==> src/rtl/uart_pkg.sv <==
// Shared UART definitions used by both the receiver and the transmitter.
package uart_pkg;

  // Receiver/transmitter FSM states
  typedef enum logic [2:0] {
    IDLE      = 3'd0,
    START     = 3'd1,
    DATA      = 3'd2,
    STOP      = 3'd3,
    WAIT_IDLE = 3'd4
  } uart_state_e;

  // 100 MHz system clock at 9600 baud
  localparam int unsigned CLKS_PER_BIT_DEFAULT = 10417;

  // 8N1 framing
  localparam int unsigned DATA_BITS = 8;
  localparam int unsigned STOP_BITS = 1;

endpackage

==> src/rtl/sync_2ff.sv <==
// Two-flop synchroniser for a single asynchronous bit, with selectable reset value.
module sync_2ff #(
  parameter bit ResetVal = 1'b1
) (
  input  logic clk_i,
  input  logic rst_ni,
  input  logic d_i,
  output logic q_o
);

  logic meta_q, sync_q;

  // Two-stage capture of the asynchronous input
  always_ff @(posedge clk_i or negedge rst_ni) begin
    if (!rst_ni) begin
      meta_q <= ResetVal;
      sync_q <= ResetVal;
    end else begin
      meta_q <= d_i;
      sync_q <= meta_q;
    end
  end

  assign q_o = sync_q;

endmodule

==> src/rtl/odbiornik_uart.sv <==
// UART receiver, 8N1, LSB first. Mid-bit sampling from the detected start edge;
// framing errors drop the byte and wait for the line to return high.
module odbiornik_uart
  import uart_pkg::*;
#(
  parameter int unsigned CLKS_PER_BIT = CLKS_PER_BIT_DEFAULT
) (
  input  logic       clk_i,
  input  logic       rst_ni,
  input  logic       rxd_i,
  output logic [7:0] data_o,
  output logic       valid_o,
  output logic       frame_err_o,
  output logic       busy_o
);

  localparam int unsigned HALF_BIT = CLKS_PER_BIT / 2;
  localparam int unsigned CntW     = $clog2(CLKS_PER_BIT);
  localparam logic [CntW-1:0] HalfLast = CntW'(HALF_BIT - 1);
  localparam logic [CntW-1:0] BitLast  = CntW'(CLKS_PER_BIT - 1);
  localparam logic [2:0]      IdxLast  = 3'(DATA_BITS - 1);

  logic            rxd_s;
  uart_state_e     state_q, state_d;
  logic [CntW-1:0] cnt_q, cnt_d;
  logic [2:0]      idx_q, idx_d;
  logic [7:0]      sh_q, sh_d;
  logic [7:0]      data_q, data_d;
  logic            valid_q, valid_d;
  logic            ferr_q, ferr_d;

  sync_2ff #(
    .ResetVal (1'b1)
  ) u_sync_rxd (
    .clk_i  (clk_i),
    .rst_ni (rst_ni),
    .d_i    (rxd_i),
    .q_o    (rxd_s)
  );

  // Next-state, counter and output-pulse logic
  always_comb begin
    state_d = state_q;
    cnt_d   = cnt_q;
    idx_d   = idx_q;
    sh_d    = sh_q;
    data_d  = data_q;
    valid_d = 1'b0;
    ferr_d  = 1'b0;
    unique case (state_q)
      IDLE: begin
        cnt_d = '0;
        if (!rxd_s) state_d = START;
      end
      START: begin
        if (cnt_q == HalfLast) begin
          cnt_d = '0;
          idx_d = '0;
          // Line back high at mid-start: glitch, not a frame
          state_d = rxd_s ? IDLE : DATA;
        end else begin
          cnt_d = cnt_q + CntW'(1);
        end
      end
      DATA: begin
        if (cnt_q == BitLast) begin
          cnt_d = '0;
          sh_d  = {rxd_s, sh_q[7:1]};
          if (idx_q == IdxLast) state_d = STOP;
          else                  idx_d   = idx_q + 3'd1;
        end else begin
          cnt_d = cnt_q + CntW'(1);
        end
      end
      STOP: begin
        if (cnt_q == BitLast) begin
          cnt_d = '0;
          if (rxd_s) begin
            data_d  = sh_q;
            valid_d = 1'b1;
            state_d = IDLE;
          end else begin
            ferr_d  = 1'b1;
            state_d = WAIT_IDLE;
          end
        end else begin
          cnt_d = cnt_q + CntW'(1);
        end
      end
      WAIT_IDLE: begin
        // Hold off until the break clears so it is not decoded as 0x00 frames
        cnt_d = '0;
        if (rxd_s) state_d = IDLE;
      end
      default: state_d = IDLE;
    endcase
  end

  // State and output registers
  always_ff @(posedge clk_i or negedge rst_ni) begin
    if (!rst_ni) begin
      state_q <= IDLE;
      cnt_q   <= '0;
      idx_q   <= '0;
      sh_q    <= '0;
      data_q  <= '0;
      valid_q <= 1'b0;
      ferr_q  <= 1'b0;
    end else begin
      state_q <= state_d;
      cnt_q   <= cnt_d;
      idx_q   <= idx_d;
      sh_q    <= sh_d;
      data_q  <= data_d;
      valid_q <= valid_d;
      ferr_q  <= ferr_d;
    end
  end

  assign data_o      = data_q;
  assign valid_o     = valid_q;
  assign frame_err_o = ferr_q;
  assign busy_o      = (state_q != IDLE);

endmodule

==> config.mk <==
export PLATFORM = sky130hd
export DESIGN_NAME = odbiornik_uart
export DESIGN_NICKNAME = d
export VERILOG_FILES = /design/src/rtl/uart_pkg.sv /design/src/rtl/sync_2ff.sv /design/src/rtl/odbiornik_uart.sv
export SDC_FILE = /design/constraint.sdc
export NUM_CORES = 1
export LEC_CHECK = 0
export BUFFER_PORTS_ARGS = -buffer_cell sky130_fd_sc_hd__buf_2
export CAP_MARGIN = 20
export CORE_ASPECT_RATIO = 1.5
export CORE_UTILIZATION = 60
export DETAILED_ROUTE_END_ITERATION = 6
export PLACE_DENSITY_LB_ADDON = 0.25
export SLEW_MARGIN = 10
export SYNTH_ARGS = -nofsm -noshare
export SYNTH_HDL_FRONTEND = slang
export SYNTH_SLANG_ARGS = --single-unit
==> constraint.sdc <==
create_clock -name clk_i -period 5.71 [get_ports clk_i]
set_input_delay 0.8565 -clock clk_i [delete_from_list [all_inputs] [get_ports clk_i]]
set_output_delay 0.8565 -clock clk_i [all_outputs]
set_load 0.05 [all_outputs]
# [Yosys cells after proc, flatten, opt, wreduce, memory -nomap -nowiden]
# Index checks and enable logic that the tools add are counted.
[totals] regBits=40 out_inout_bits=11 wordCells=57
[op_classes] add_sub_neg=2 n_eq_ne=14 muxes=22 n_reduce_logical=10
[op_table] cell="$pmux W14 S3" n=1
[op_table] cell="$mux W3" n=10
[op_table] cell="$mux W14" n=2
[op_table] cell="$pmux W3 S5" n=1
[op_table] cell="$add A14 B1 Y14 const B" n=1
[op_table] cell="$eq A14 B13 Y1 const B" n=1
[op_table] cell="$eq A14 B14 Y1 const B" n=1
[op_table] cell="$ne A2 B2 Y1 const B" n=6
[op_table] cell="$eq A3 B2 Y1 const B" n=2
[op_table] cell="$eq A3 B3 Y1 const B" n=2
[op_table] cell="$mux W1" n=6
[op_table] cell="$pmux W3 S2" n=1
[op_table] cell="$reduce_and A6 Y1" n=1
[op_table] cell="$reduce_bool A3 Y1" n=2
[op_table] cell="$reduce_and A4 Y1" n=1
[op_table] cell="$reduce_or A2 Y1" n=2
[op_table] cell="$add A3 B1 Y3 const B" n=1
[op_table] cell="$eq A3 B1 Y1 const B" n=1
[op_table] cell="$logic_not A3 Y1" n=1
[op_table] cell="$reduce_and A3 Y1" n=1
[op_table] cell="$mux W2" n=1
[op_table] cell="$ne A2 B1 Y1 const B" n=1
[op_table] cell="$reduce_and A2 Y1" n=1
[op_table] cell="$reduce_bool A2 Y1" n=1

# [Logic depth before layout (Yosys ltp)]
[depth] word_depth=4 ltp_mapped=7 depth_no_buf=7

# [Modules after synthesis]
# A second synthesis with hierarchy kept.
[unflattened] hier_cells=185 hier_area_um2=2035.7
[by_module_without_submodules] module="odbiornik_uart" n_inst=1 cells_each=183 area_per_inst_um2=1983.2 seq_area_each_um2=950.9
[by_module_without_submodules] module="sync_2ff" n_inst=1 cells_each=2 area_per_inst_um2=52.6 seq_area_each_um2=52.6

# [Least setup slack after synthesis]
# No wires, ideal clock.
[synth_path] path_type="register to register" from="register cnt_q[3]" to="register data_q[4] (netlist: data_o[4])" setup_time_ps=125 arrival_time_ps=1745 required_ps=5585 path_slack_ps=3840 stages_incl_launch_ff=6 n_path_buf=0 period_less_slack_ps=1870 path_cell_list="dfrtp_1 > nor4b_4 > nand4b_2 > nor4_4 > nand4b_4 > mux2_4"
[synth_between] elab_chain_cells=2
[synth_lines] item="start, declared" line_no="odbiornik_uart.sv:25" text="logic [CntW-1:0] cnt_q, cnt_d;"
[synth_lines] item="start signal, assigned" line_no="odbiornik_uart.sv:111" text="cnt_q <= cnt_d;"
[synth_lines] item="$eq A14 B14 Y1" line_no="odbiornik_uart.sv:76" text="if (cnt_q == BitLast) begin"
[synth_lines] item="$reduce_and A3 Y1 (no line)"
[synth_lines] item="end signal, assigned" line_no="odbiornik_uart.sv:114" text="data_q <= data_d;"
[synth_lines] item="end, declared" line_no="odbiornik_uart.sv:28" text="logic [7:0] data_q, data_d;"
# Every way passes these cells.
# A chain may end at the register's enable or synchronous reset.

# [Worst setup path in the final report]
[layout_path] from="register state_q[2]" to="output port busy_o"
[layout_between] elab_chain_cells=1
[layout_lines] item="start, declared" line_no="odbiornik_uart.sv:24" text="uart_state_e state_q, state_d;"
[layout_lines] item="start signal, assigned" line_no="odbiornik_uart.sv:110" text="state_q <= state_d;"
[layout_lines] item="$reduce_bool A3 Y1" line_no="odbiornik_uart.sv:123" text="assign busy_o = (state_q != IDLE);"
[layout_lines] item="end, declared" line_no="odbiornik_uart.sv:14" text="output logic busy_o"
# Every way passes these cells.

==> results_dict.tcl <==
set metrics [dict create \
    max_freq_mhz 432 \
    num_antenna_cells 0 \
    powerDensity_mw_per_mm2 234 \
    wl_um 4020 \
    dpl.cell_count 225 \
    clk_latency_ps 290 \
    ys.flop_type "dfrtp_1" \
    end_kind "output pin" \
    detail-route-antenna-nets 0 \
    drv_cap 0 \
    tns_ps 0 \
    synth_seq_area_share_pct 50.4 \
    grt_usage_pct 25.4 \
    synth-seq-cells 40 \
    port_buffers 13 \
    drive_above_1_share_pct 24.9 \
    slowest_stage "dfrtp_1" \
    crit_family "flip-flops" \
    grt.overflow.total 0 \
    dr_total_vias 1465 \
    synth-edff-count 0 \
    crit_path_max_fanout 18 \
    post-place-ws_ps 3620 \
    netlist.area_leader.share_pct 47.7 \
    cts_max_level 2 \
    synth.net_count 184 \
    die_x_um 49.0 \
    cp-start-kind "flip-flop" \
    skew_ps 5.68 \
    setup_viol 0 \
    p_leak_nw 1.05 \
    crit_arrival_ps 1460 \
    drc 0 \
    vias_per_cell 6.29 \
    crit_path_cell_trace "nor2_1 -> nand2_1 -> buf_2" \
    synth-async-reset-ratio_pct 100 \
    path_clk_slew_ps 80 \
    cts_resized 0 \
    maxSlewHeadroom_pct 41.8 \
    coreArea_mm2 0.00316 \
    die_h_um 72.6 \
    syn_area_per_cell_um2 11.3 \
    status "finished clean" \
    worst_slew_pin_slew_ps 872 \
    die_area_mm2 0.00356 \
    syn_area_mm2 0.00199 \
    hold_path_class "flip-flop to flip-flop" \
    num_rows 25 \
    slew_viol_final 0 \
    grt_pass1_wl_um 6800 \
    synthCells 177 \
    synth_cell_types 49 \
    fin_cells 233 \
    fin_crit_sh_pct 40.5 \
    ys_top_cells_by_area "dfrtp_1, mux2_2, a21oi_1" \
    grt_setup_unrepaired "false" \
    gp_congestion 0.930 \
    nNetsFinal 199 \
    min_period_ps 2310 \
    layout_setup_ws_ps 3400 \
    grt_pass1_vias 1508 \
    cts_buffers 5 \
    crit_type "flip-flop to output pin" \
    grt_start_max_net_pins 41 \
    routedWlPerCell_um 17.3 \
    postCtsSetupRepairBufs 0 \
    cts_hold_buf 0 \
    drtPass1Iterations 4 \
    critPathMaxStageDelay_ps 660 \
    clockBufferDepth 2 \
    cts-root-buf "clkbuf_8" \
    drtIter0Drc 78 \
    yosys_warnings 0 \
    antenna_found_initial 0 \
    crit_buf_inv 1 \
    synth_top_cell_by_area "dfrtp_1" \
    cts.sinks 40 \
    dp_hpwl_um 3000 \
    syn_to_final_growth_pct 10.4 \
    io_pins 14 \
    tritoncts "built" \
    worst_ir_drop_vdd_mv 0.235 \
    worst_ep_required_time_ps 4850 \
    hold_violations 0 \
    initial_core_util_pct 63.0 \
]
-- sequential cells by signal, summed over array words and instances (netlist names) --
name               cells
cnt_q                 14
data_o                 8
sh_q                   8
idx_q                  3
state_q                3
frame_err_o            1
u_sync_rxd.meta_q      1
u_sync_rxd.q_o         1
valid_o                1
-- cell usage after synthesis, types with 3 or more instances --
| cell | count |
|---|---|
| nand3_1 | 6 |
| nand2b_1 | 3 |
| clkbuf_1 | 4 |
| a21oi_1 | 13 |
| o21ai_0 | 5 |
| xnor2_1 | 3 |
| inv_1 | 5 |
| dfrtp_1 | 38 |
| nor2_1 | 8 |
| mux2_4 | 3 |
| ha_1 | 4 |
| and3_1 | 3 |
| mux2_2 | 14 |
| nor3_1 | 5 |
| nand2_1 | 16 |
| nor4_1 | 3 |
| o221ai_1 | 3 |
| nand4_1 | 3 |
-- worst paths after layout --
check | slack [ps] | cells after the start | endpoint | startpoint
setup / recovery | 3400 | 3 | busy_o | state_q[2]
hold / removal | 370 | 0 | u_sync_rxd.q_o | u_sync_rxd.meta_q
setup reg to reg | 3600 | 5 | data_o[6] | cnt_q[3]
hold reg to reg | 370 | 0 | u_sync_rxd.q_o | u_sync_rxd.meta_q
max in group asynchronous | 4480 | 1 | idx_q[0] | rst_ni
min in group asynchronous | 680 | 1 | data_o[2] | rst_ni
-- routing by layer --
metal / track usage, % / wire length, um
met5: 0 / 0
met4: 8.82 / 82
met3: 3.96 / 180
met2: 49.5 / 2230
met1: 27.2 / 1530
-- cell usage in the layout (no fill, tap or decap), types with 4 or more instances in the layout --
master    Yosys  final
dfrtp_1      38     38
nand2_1      16     16
mux2_2       14     14
a21oi_1      13     13
buf_2         0     13
nor2_1        8      8
nand3_1       6      6
inv_1         5      5
nor3_1        5      5
o21ai_0       5      5
clkbuf_8      0      5
ha_1          4      4
-- layout make-up --
class | count | area (um^2)
multi-input combinational | 127 | 951
timing repair buffer | 13 | 65.1
clock inverter | 3 | 42.5
fill | 224 | 960
tap | 40 | 50.0
clock buffer | 5 | 68.8
inverter | 5 | 18.8
sequential | 40 | 1000
-- kinds of logic (layout without fill, tap and decap cells) --
logic type | Yosys count | after routing | share of synthesized area (%)
AOI/OAI and AO/OA | 37 | 37 | 12.1
DFF | 40 | 40 | 50.4
xor gates and xnor gates | 5 | 5 | 2.20
buffers and inverters | 10 | 26 | 1.88
adders and majority gates | 4 | 4 | 2.51
and+or+nand+nor | 64 | 64 | 20.7
muxes | 17 | 17 | 10.2
-- report_power, final --
part	internal (mW)	switching (mW)
sequential	0.284	0.000890
clock	0.129	0.0935
combinational	0.000562	0.00566
total	0.414	0.100
-- stage by stage --
step           utilization [%]  power (mW)  hold slack [ps]  instance area (um^2)
6_report                  69.6       0.514              369                  2200
5_1_grt                   69.6       0.532              377                  2200
4_1_cts                   69.6       0.521              370                  2200
3_5_place_dp              66.1       0.297              351                  2090
3_3_place_gp              66.1       0.297              347                  2090
2_1_floorplan                -       0.291              345                  1990
(Power assumes the default switching activity.)
